**config.mk**
```make
export PLATFORM = sky130hd
export DESIGN_NAME = rs_entry
export DESIGN_NICKNAME = d
export VERILOG_FILES = /design/src/rtl/rs_pkg.sv /design/src/rtl/rs_entry.sv
export SDC_FILE = /design/constraint.sdc
export NUM_CORES = 1
export LEC_CHECK = 0
export CAP_MARGIN = 25
export CELL_PAD_IN_SITES_DETAIL_PLACEMENT = 1
export CELL_PAD_IN_SITES_GLOBAL_PLACEMENT = 1
export CORE_AREA = 2 2 193 195
export CTS_CLUSTER_SIZE = 25
export DETAILED_ROUTE_END_ITERATION = 16
export DIE_AREA = 0 0 195 197
export PLACE_DENSITY_LB_ADDON = 0.12
export RECOVER_POWER = 50
export SETUP_SLACK_MARGIN = 0.2
export SLEW_MARGIN = 20
export SYNTH_ARGS = -nofsm -noshare
export SYNTH_HDL_FRONTEND = slang
export SYNTH_SLANG_ARGS = --single-unit
```
**constraint.sdc**
```tcl
create_clock -name clock -period 16.5 [get_ports clock]
set_input_delay 4.95 -clock clock [delete_from_list [all_inputs] [get_ports clock]]
set_output_delay 4.95 -clock clock [all_outputs]
set_load 0.005 [all_outputs]
```
**src/rtl/rs_pkg.sv**
```systemverilog
// rtl/rs_pkg.sv - shared packet typedefs for dispatch, map table, ROB, CDB and issue.
package rs_pkg;

  localparam int XLEN      = 32;
  localparam int ROB_TAG_W = 5;

  typedef logic [ROB_TAG_W-1:0] rob_tag_t;

  typedef struct packed {
    logic [XLEN-1:0] NPC;
    logic [XLEN-1:0] PC;
    logic [XLEN-1:0] inst;
    logic [XLEN-1:0] rs1_value;
    logic [XLEN-1:0] rs2_value;
    logic [1:0]      opa_select;
    logic [3:0]      opb_select;
    logic [4:0]      dest_reg_idx;
    logic [4:0]      alu_func;
    logic            rd_mem;
    logic            wr_mem;
    logic            cond_branch;
    logic            uncond_branch;
    logic            halt;
    logic            illegal;
  } ID_PACKET;

  typedef struct packed {
    rob_tag_t rs1_tag;
    rob_tag_t rs2_tag;
    logic     rs1_ready;
    logic     rs2_ready;
  } MT2RS_PACKET;

  typedef struct packed {
    rob_tag_t        reg_tag;
    logic [XLEN-1:0] reg_value;
  } CDB_PACKET;

  typedef struct packed {
    rob_tag_t        rob_entry;
    logic [XLEN-1:0] rs1_value;
    logic [XLEN-1:0] rs2_value;
  } ROB2RS_PACKET;

  // Issue packet carries the destination ROB tag so issue/execute can broadcast it.
  typedef struct packed {
    logic [XLEN-1:0] NPC;
    logic [XLEN-1:0] PC;
    logic [XLEN-1:0] inst;
    logic [XLEN-1:0] rs1_value;
    logic [XLEN-1:0] rs2_value;
    logic [1:0]      opa_select;
    logic [3:0]      opb_select;
    logic [4:0]      dest_reg_idx;
    logic [4:0]      alu_func;
    logic            rd_mem;
    logic            wr_mem;
    logic            cond_branch;
    logic            uncond_branch;
    logic            halt;
    logic            illegal;
    rob_tag_t        dest_tag;
  } IS_PACKET;

endpackage

```
**src/rtl/rs_entry.sv**
```systemverilog
// rtl/rs_entry.sv - single reservation-station slot resolving operands from RF, ROB or CDB.
module rs_entry
  import rs_pkg::*;
(
  input  logic         clock,
  input  logic         reset,
  input  ID_PACKET     id_packet_in,
  input  MT2RS_PACKET  mt2rs_packet_in,
  input  CDB_PACKET    cdb_packet_in,
  input  ROB2RS_PACKET rob2rs_packet_in,
  input  logic         clear,
  input  logic         wr_en,
  output IS_PACKET     entry_packet,
  output logic         busy,
  output logic         ready
);

  IS_PACKET        entry_q, entry_d;
  logic            busy_q, busy_d;
  logic            ready_q, ready_d;
  logic            valid1_q, valid1_d;
  logic            valid2_q, valid2_d;
  rob_tag_t        tag1_q, tag1_d;
  rob_tag_t        tag2_q, tag2_d;
  rob_tag_t        dest_tag_q, dest_tag_d;

  logic            cdb_live;
  assign cdb_live = (cdb_packet_in.reg_tag != '0);

  always_comb begin
    entry_d    = entry_q;
    busy_d     = busy_q;
    valid1_d   = valid1_q;
    valid2_d   = valid2_q;
    tag1_d     = tag1_q;
    tag2_d     = tag2_q;
    dest_tag_d = dest_tag_q;

    if (wr_en) begin
      busy_d                 = 1'b1;
      entry_d.NPC            = id_packet_in.NPC;
      entry_d.PC             = id_packet_in.PC;
      entry_d.inst           = id_packet_in.inst;
      entry_d.opa_select     = id_packet_in.opa_select;
      entry_d.opb_select     = id_packet_in.opb_select;
      entry_d.dest_reg_idx   = id_packet_in.dest_reg_idx;
      entry_d.alu_func       = id_packet_in.alu_func;
      entry_d.rd_mem         = id_packet_in.rd_mem;
      entry_d.wr_mem         = id_packet_in.wr_mem;
      entry_d.cond_branch    = id_packet_in.cond_branch;
      entry_d.uncond_branch  = id_packet_in.uncond_branch;
      entry_d.halt           = id_packet_in.halt;
      entry_d.illegal        = id_packet_in.illegal;
      dest_tag_d             = rob2rs_packet_in.rob_entry;
      entry_d.dest_tag       = rob2rs_packet_in.rob_entry;
      tag1_d                 = mt2rs_packet_in.rs1_tag;
      tag2_d                 = mt2rs_packet_in.rs2_tag;

      // Operand 1: RF, then ROB, then a same-cycle CDB bypass, else wait.
      if (mt2rs_packet_in.rs1_tag == '0) begin
        entry_d.rs1_value = id_packet_in.rs1_value;
        valid1_d          = 1'b1;
      end else if (mt2rs_packet_in.rs1_ready) begin
        entry_d.rs1_value = rob2rs_packet_in.rs1_value;
        valid1_d          = 1'b1;
      end else if (cdb_live && cdb_packet_in.reg_tag == mt2rs_packet_in.rs1_tag) begin
        entry_d.rs1_value = cdb_packet_in.reg_value;
        valid1_d          = 1'b1;
      end else begin
        entry_d.rs1_value = '0;
        valid1_d          = 1'b0;
      end

      if (mt2rs_packet_in.rs2_tag == '0) begin
        entry_d.rs2_value = id_packet_in.rs2_value;
        valid2_d          = 1'b1;
      end else if (mt2rs_packet_in.rs2_ready) begin
        entry_d.rs2_value = rob2rs_packet_in.rs2_value;
        valid2_d          = 1'b1;
      end else if (cdb_live && cdb_packet_in.reg_tag == mt2rs_packet_in.rs2_tag) begin
        entry_d.rs2_value = cdb_packet_in.reg_value;
        valid2_d          = 1'b1;
      end else begin
        entry_d.rs2_value = '0;
        valid2_d          = 1'b0;
      end
    end else if (clear) begin
      busy_d   = 1'b0;
      valid1_d = 1'b0;
      valid2_d = 1'b0;
    end else if (busy_q && cdb_live) begin
      if (!valid1_q && tag1_q == cdb_packet_in.reg_tag) begin
        entry_d.rs1_value = cdb_packet_in.reg_value;
        valid1_d          = 1'b1;
      end
      if (!valid2_q && tag2_q == cdb_packet_in.reg_tag) begin
        entry_d.rs2_value = cdb_packet_in.reg_value;
        valid2_d          = 1'b1;
      end
    end

    ready_d = busy_d & valid1_d & valid2_d;
  end

  always_ff @(posedge clock or posedge reset) begin
    if (reset) begin
      entry_q    <= '0;
      busy_q     <= 1'b0;
      ready_q    <= 1'b0;
      valid1_q   <= 1'b0;
      valid2_q   <= 1'b0;
      tag1_q     <= '0;
      tag2_q     <= '0;
      dest_tag_q <= '0;
    end else begin
      entry_q    <= entry_d;
      busy_q     <= busy_d;
      ready_q    <= ready_d;
      valid1_q   <= valid1_d;
      valid2_q   <= valid2_d;
      tag1_q     <= tag1_d;
      tag2_q     <= tag2_d;
      dest_tag_q <= dest_tag_d;
    end
  end

  assign entry_packet = entry_q;
  assign busy         = busy_q;
  assign ready        = ready_q;

endmodule

```
==> impl_metrics.env, run 1 <==
export IMPL_clkTransAtPathRegs_ns=0.06
export IMPL_yosys_area_top_type="dfrtp_1"
export IMPL_min_path_type="reg -> reg"
export IMPL_status="complete, but fails checks"
export IMPL_finalSetupViolCount=0
export IMPL_fmax_mhz=87.31
export IMPL_slew_viol_final=277
export IMPL_insertion_delay_ns=0.54
export IMPL_min_period_ns=11.45
export IMPL_synth_ff_type="dfrtp_1"
export IMPL_slew_headroom_pct=-289.9
export IMPL_synthTopCellsByCount="dfrtp_1, mux2_2, nor2_1"
export IMPL_p_leak_nw=6.015
export IMPL_violations="capacitance limit, slew limit"
export IMPL_synth_warnings=0
export IMPL_pin_count=493
export IMPL_cts_buffers=26
export IMPL_grt_pass1_vias=10020
export IMPL_hold_viol=0
export IMPL_cts_setup_buffers=0
export IMPL_cp_data_arrival_time_ns=11.83
export IMPL_place_hpwl_um=30820
export IMPL_dr_pass1_iters=5
export IMPL_worst_slew_pin_slew_ns=5.848
export IMPL_route_detailed_drc=0
export IMPL_setup_tns_ns=0
export IMPL_end_kind="register"
export IMPL_rsz0062_at_grt="no"
export IMPL_row_count=70
export IMPL_gr_total_overflow=0
export IMPL_vias=9156
export IMPL_crit_type="in -> reg"
export IMPL_vias_per_cell=4.995
export IMPL_routed_wl_um=42790
export IMPL_fin_skew_ns=0.01567
export IMPL_required_ns=16.87
export IMPL_fin_cells=1833
export IMPL_die_h_um=197
export IMPL_yosysSeqAreaShare_pct=52.03
export IMPL_async_flop_share_pct=100.0
export IMPL_cp_start_kind="input port"
export IMPL_min_delay_path_depth=1
export IMPL_drt_iter0_drc=312
export IMPL_synthTopCellsByArea="dfrtp_1, mux2_2, a31oi_1"
export IMPL_nets=1647
export IMPL_synth_nets=1190
export IMPL_period_share_pct=69.41
export IMPL_ant_nets=0
export IMPL_syn_to_final_growth_pct=63.57
export IMPL_postCtsHoldBufs=0
export IMPL_grt_pass1_wl_um=63710
export IMPL_cts_resized=0
export IMPL_dp_worst_setup_slack_ns=8.296
export IMPL_dieArea_um2=38420
export IMPL_wl_per_cell_um=23.34
export IMPL_clock_sinks=201
export IMPL_worst_slack_ns=5.047
export IMPL_yosys_register_bits=201
export IMPL_die_w_um=195
export IMPL_initial_core_util_pct=26.66
export IMPL_grt_max_degree=105
export IMPL_cts_htree_levels=1
export IMPL_core_area_um2=36260
export IMPL_syn_avg_cell_area_um2=10.91
export IMPL_clk_path_buf_depth=3
export IMPL_worstPathCellList="clkbuf_1 -> nand2_2 -> o211ai_1 -> a31oi_1"
export IMPL_grt_usage_pct=21.83
export IMPL_syn_inst=886
export IMPL_powerDensity_nw_per_um2=93.77
export IMPL_critPathMaxFanout=104
export IMPL_synth_edf_count=0
export IMPL_drive_above_1_share_pct=17.47
export IMPL_syn_area_um2=9668
export IMPL_place_congestion=0.7831
export IMPL_synth_most_common_cell="dfrtp_1"
export IMPL_antenna_found_initial=6
export IMPL_io_buffers=492
export IMPL_ir_drop_mv=0.07672
export IMPL_cap_violations=3
export IMPL_cts_tree="built"
export IMPL_synth_top_area_share_pct=52.03
export IMPL_crit_slowest_cell="clkbuf_1"
export IMPL_synth_cell_types=35
export IMPL_root_buffer="clkbuf_16"
export IMPL_dp_cells=1783
export IMPL_worstRegToRegCells=6
export IMPL_max_stage_delay_ns=3.92
-- metal layers --
layer	GRT usage, %	part of all wire (%)	up-vias	wire length (um)
met3	7.358	8.5	51	3652
met4	5.259	2.2	4	951
li1	-	-	4164	-
met5	0	0.054	-	23
met2	38.47	50	343	21190
met1	25.58	40	4594	16970
-- cell usage in the layout (no fill, tap or decap), types with 2 or more instances in the layout --
master	n
nor3_2	2
o21ai_0	3
o211ai_2	2
dlygate4sd3_1	124
buf_2	2
clkbuf_1	12
a31o_2	39
o41ai_4	2
clkdlybuf4s50_1	365
clkbuf_16	26
nand3_1	66
nor2_1	101
o31ai_1	2
nor2_4	2
or2_2	3
nand2_1	77
a31o_1	23
a21oi_1	3
nand2b_1	3
clkinv_2	4
mux2_2	133
clkbuf_8	2
xnor2_1	20
dfrtp_1	201
bufinv_16	4
diode_2	3
buf_4	11
o211ai_1	52
or4_4	2
a2bb2oi_1	2
a31oi_1	64
-- per-stage QoR --
step / utilization [%] / hold slack [ns] / cell area [um2] / power [mW]
after global routing: 43.61 / 0.5147 / 15810 / 1.553
after floorplan: - / 0.5022 / 9668 / 0.6913
after global placement: 41.24 / 0.4890 / 14950 / 0.9096
after detailed placement: 41.24 / 0.4955 / 14950 / 0.9138
after CTS: 43.65 / 0.5082 / 15830 / 1.516
final: 43.61 / 0.5014 / 15810 / 1.483
-- critical path: cells and delay by family --
kind	cells	cell delay [ns]
buffers and inverters	1	3.92
and+or+nand+nor	1	1.99
AOI/OAI and AO/OA	2	0.80
-- path summary, 6_finish.rpt --
| kind | from | endpoint | slack (ns) |
|---|---|---|---|
| worst max-delay path | wr_en | entry_packet[86] | 5.05 |
| worst min-delay path | entry_packet[128] | entry_packet[128] | 0.50 |
| worst max register to register | busy | entry_packet[34] | 14.41 |
| worst min register to register | entry_packet[128] | entry_packet[128] | 0.50 |
| max in group asynchronous | reset | entry_packet[15] | 6.13 |
| min in group asynchronous | reset | entry_packet[160] | 6.29 |
-- kinds of logic (layout without fill, tap and decap cells) --
logic type | count (synthesis) | in the layout | synth area share, %
muxes | 133 | 133 | 15.49
xor gates and xnor gates | 20 | 20 | 1.812
and+or+nand+nor | 259 | 259 | 11.43
buffers and inverters | 77 | 553 | 3.520
AOI/OAI and AO/OA | 196 | 196 | 15.72
DFF | 201 | 201 | 52.03
other | 0 | 3 | 0
-- power by group --
part | switching [mW] | leakage [nW] | total, mW | internal [mW]
sequential | 0.0283 | 2.32 | 0.574 | 0.546
clock | 0.229 | 0.426 | 0.591 | 0.363
combinational | 0.123 | 3.27 | 0.318 | 0.195
total | 0.380 | 6.01 | 1.48 | 1.10
-- state kept, by name, indices dropped and copies added (netlist names) --
register	cells
tag1_q	5
valid2_q	1
entry_packet	187
tag2_q	5
busy	1
ready	1
valid1_q	1
-- final cells by class --
type | count | area, um2
Fill cell | 3924 | 20450
Sequential cell | 201 | 5030
Timing Repair Buffer | 504 | 4995
Multi-Input combinational cell | 608 | 4315
Clock buffer | 38 | 715.7
Tap cell | 468 | 585.6
Clock inverter | 9 | 156.4
Inverter | 2 | 8.758
Antenna cell | 3 | 7.507
Power figures use the tool's default switching activity.
==> run 2, diff against run 1 <==
--- a/config.mk
+++ b/config.mk
@@ -8,10 +8,10 @@
 export CAP_MARGIN = 25
 export CELL_PAD_IN_SITES_DETAIL_PLACEMENT = 1
 export CELL_PAD_IN_SITES_GLOBAL_PLACEMENT = 1
-export CORE_AREA = 2 2 193 195
+export CORE_MARGIN = 1
+export CORE_UTILIZATION = 27
 export CTS_CLUSTER_SIZE = 25
 export DETAILED_ROUTE_END_ITERATION = 16
-export DIE_AREA = 0 0 195 197
 export PLACE_DENSITY_LB_ADDON = 0.12
 export RECOVER_POWER = 50
 export SETUP_SLACK_MARGIN = 0.2
==> constraint.sdc (replaced) <==
create_clock -name clock -period 9.5 [get_ports clock]
set_input_delay 2.85 -clock clock [delete_from_list [all_inputs] [get_ports clock]]
set_output_delay 2.85 -clock clock [all_outputs]
set_load 0.005 [all_outputs]
==> impl_metrics.env, run 2 (synthesis gave the netlist of run 1 again) <==
export IMPL_status="complete, but fails checks"
export IMPL_violations="capacitance limit, slew limit"
export IMPL_core_area_um2=34880
export IMPL_hold_viol=0
export IMPL_required_ns=10.06
export IMPL_crit_slowest_cell="clkinvlp_2"
export IMPL_place_hpwl_um=29630
export IMPL_clkTransAtPathRegs_ns=0.06
export IMPL_max_stage_delay_ns=2.69
export IMPL_wl_per_cell_um=23.09
export IMPL_drt_iter0_drc=297
export IMPL_most_common_layout_cells="clkdlybuf4s50_1, dfrtp_1, mux2_2"
export IMPL_grt_pass1_vias=10070
export IMPL_period_share_pct=70.31
export IMPL_slew_viol_final=196
export IMPL_root_buffer="clkbuf_16"
export IMPL_io_buffers=492
export IMPL_ir_drop_mv=0.1210
export IMPL_initial_core_util_pct=27.72
export IMPL_clk_path_buf_depth=3
export IMPL_largest_reg_flops=187
export IMPL_min_period_ns=6.680
export IMPL_syn_to_final_growth_pct=63.28
export IMPL_path_buf_inv=3
export IMPL_cts_buffers=26
export IMPL_postCtsHoldBufs=0
export IMPL_clock_sinks=201
export IMPL_vias=9061
export IMPL_cts_htree_levels=1
export IMPL_ant_nets=0
export IMPL_rsz0062_at_grt="no"
export IMPL_fmax_mhz=149.7
export IMPL_worst_slew_pin_slew_ns=4.858
export IMPL_holdWs_ns=0.5006
export IMPL_antenna_found_initial=11
export IMPL_crit_type="in -> async"
export IMPL_grt_pass1_wl_um=62360
export IMPL_cts_setup_buffers=0
export IMPL_end_kind="async pin"
export IMPL_gr_total_overflow=0
export IMPL_finalSetupViolCount=0
export IMPL_register_area_um2=5030
export IMPL_pin_count=493
export IMPL_fin_skew_ns=0.02725
export IMPL_dr_pass1_iters=4
export IMPL_drive_above_1_share_pct=17.62
export IMPL_cts_resized=0
export IMPL_cp_data_arrival_time_ns=7.24
export IMPL_die_h_um=191.2
export IMPL_slew_headroom_pct=-225.7
export IMPL_row_count=68
export IMPL_insertion_delay_ns=0.55
export IMPL_dieArea_um2=36570
export IMPL_critPathMaxFanout=99
export IMPL_min_path_type="reg -> reg"
export IMPL_powerDensity_nw_per_um2=159.9
export IMPL_cap_violations=3
export IMPL_vias_per_cell=4.968
export IMPL_worstPathCellList="dlygate4sd3_1 -> clkinvlp_2 -> buf_4"
export IMPL_grt_usage_pct=22.65
export IMPL_p_leak_nw=5.998
export IMPL_grt_max_degree=100
export IMPL_setup_tns_ns=0
export IMPL_die_w_um=191.2
export IMPL_cp_top_family="buffers and inverters"
export IMPL_route_detailed_drc=0
export IMPL_nets=1647
export IMPL_layout_commonest_cell="clkdlybuf4s50_1"
export IMPL_multi_input_area_um2=4313
export IMPL_place_congestion=0.8006
export IMPL_routed_wl_um=42110
export IMPL_cp_start_kind="input port"
export IMPL_cts_tree="built"
export IMPL_fillers=3816
## run 2: worst register-to-register path, cell delays in order, from the launching register on
cell and delay [ns]:
dfrtp_1 0.40, nand2b_1 0.12, o21bai_4 0.21, o41ai_4 0.33
buf_4 0.63, nor2_1 0.14, a31oi_1 0.18
## run 2: worst paths after layout
path	end	depth (start not counted)	slack [ns]	start
max in group clock	entry_packet[29]	5	3.16	wr_en
hold / removal	entry_packet[117]	1	0.50	entry_packet[117]
min in group asynchronous	entry_packet[182]	2	4.23	reset
setup reg to reg	entry_packet[27]	6	7.39	busy
setup / recovery	entry_packet[8]	3	2.82	reset
hold reg to reg	entry_packet[117]	1	0.50	entry_packet[117]
## run 2: through the flow
step / setup slack [ns] / total power [mW] / cell area (um2) / instances / utilization, %
after floorplan: 1.168 / 1.201 / 9668 / 886 / -
after global placement: 3.470 / 1.576 / 14930 / 1769 / 42.79
after detailed placement: 3.432 / 1.584 / 14930 / 1769 / 42.79
after CTS: 3.988 / 2.577 / 15760 / 1816 / 45.17
after global routing: 2.032 / 2.643 / 15780 / 1823 / 45.25
final: 2.820 / 2.524 / 15790 / 1824 / 45.25
## run 2: layout make-up
cell class / count / area share (%)
Sequential cell: 201 / 31.86
Multi-Input combinational cell: 608 / 27.32
Antenna cell: 7 / 0.1110
Inverter: 2 / 0.05548
Tap cell: 455 / 3.606
Clock inverter: 9 / 0.5152
Clock buffer: 38 / 4.724
Timing Repair Buffer: 504 / 31.81
## run 2: per-layer routing
metal / vias up / routed length, um / track usage [%]
met5: - / 22 / 0
met4: 4 / 1284 / 8.211
met3: 74 / 3740 / 7.656
met2: 363 / 20630 / 38.68
met1: 4455 / 16430 / 26.16
li1: 4165 / - / -
## run 2: power by group
group / leakage, nW / internal [mW] / switching (mW) / total, mW
registers: 2.32 / 0.948 / 0.0500 / 0.998
logic: 3.26 / 0.347 / 0.212 / 0.558
clock network: 0.413 / 0.569 / 0.399 / 0.968
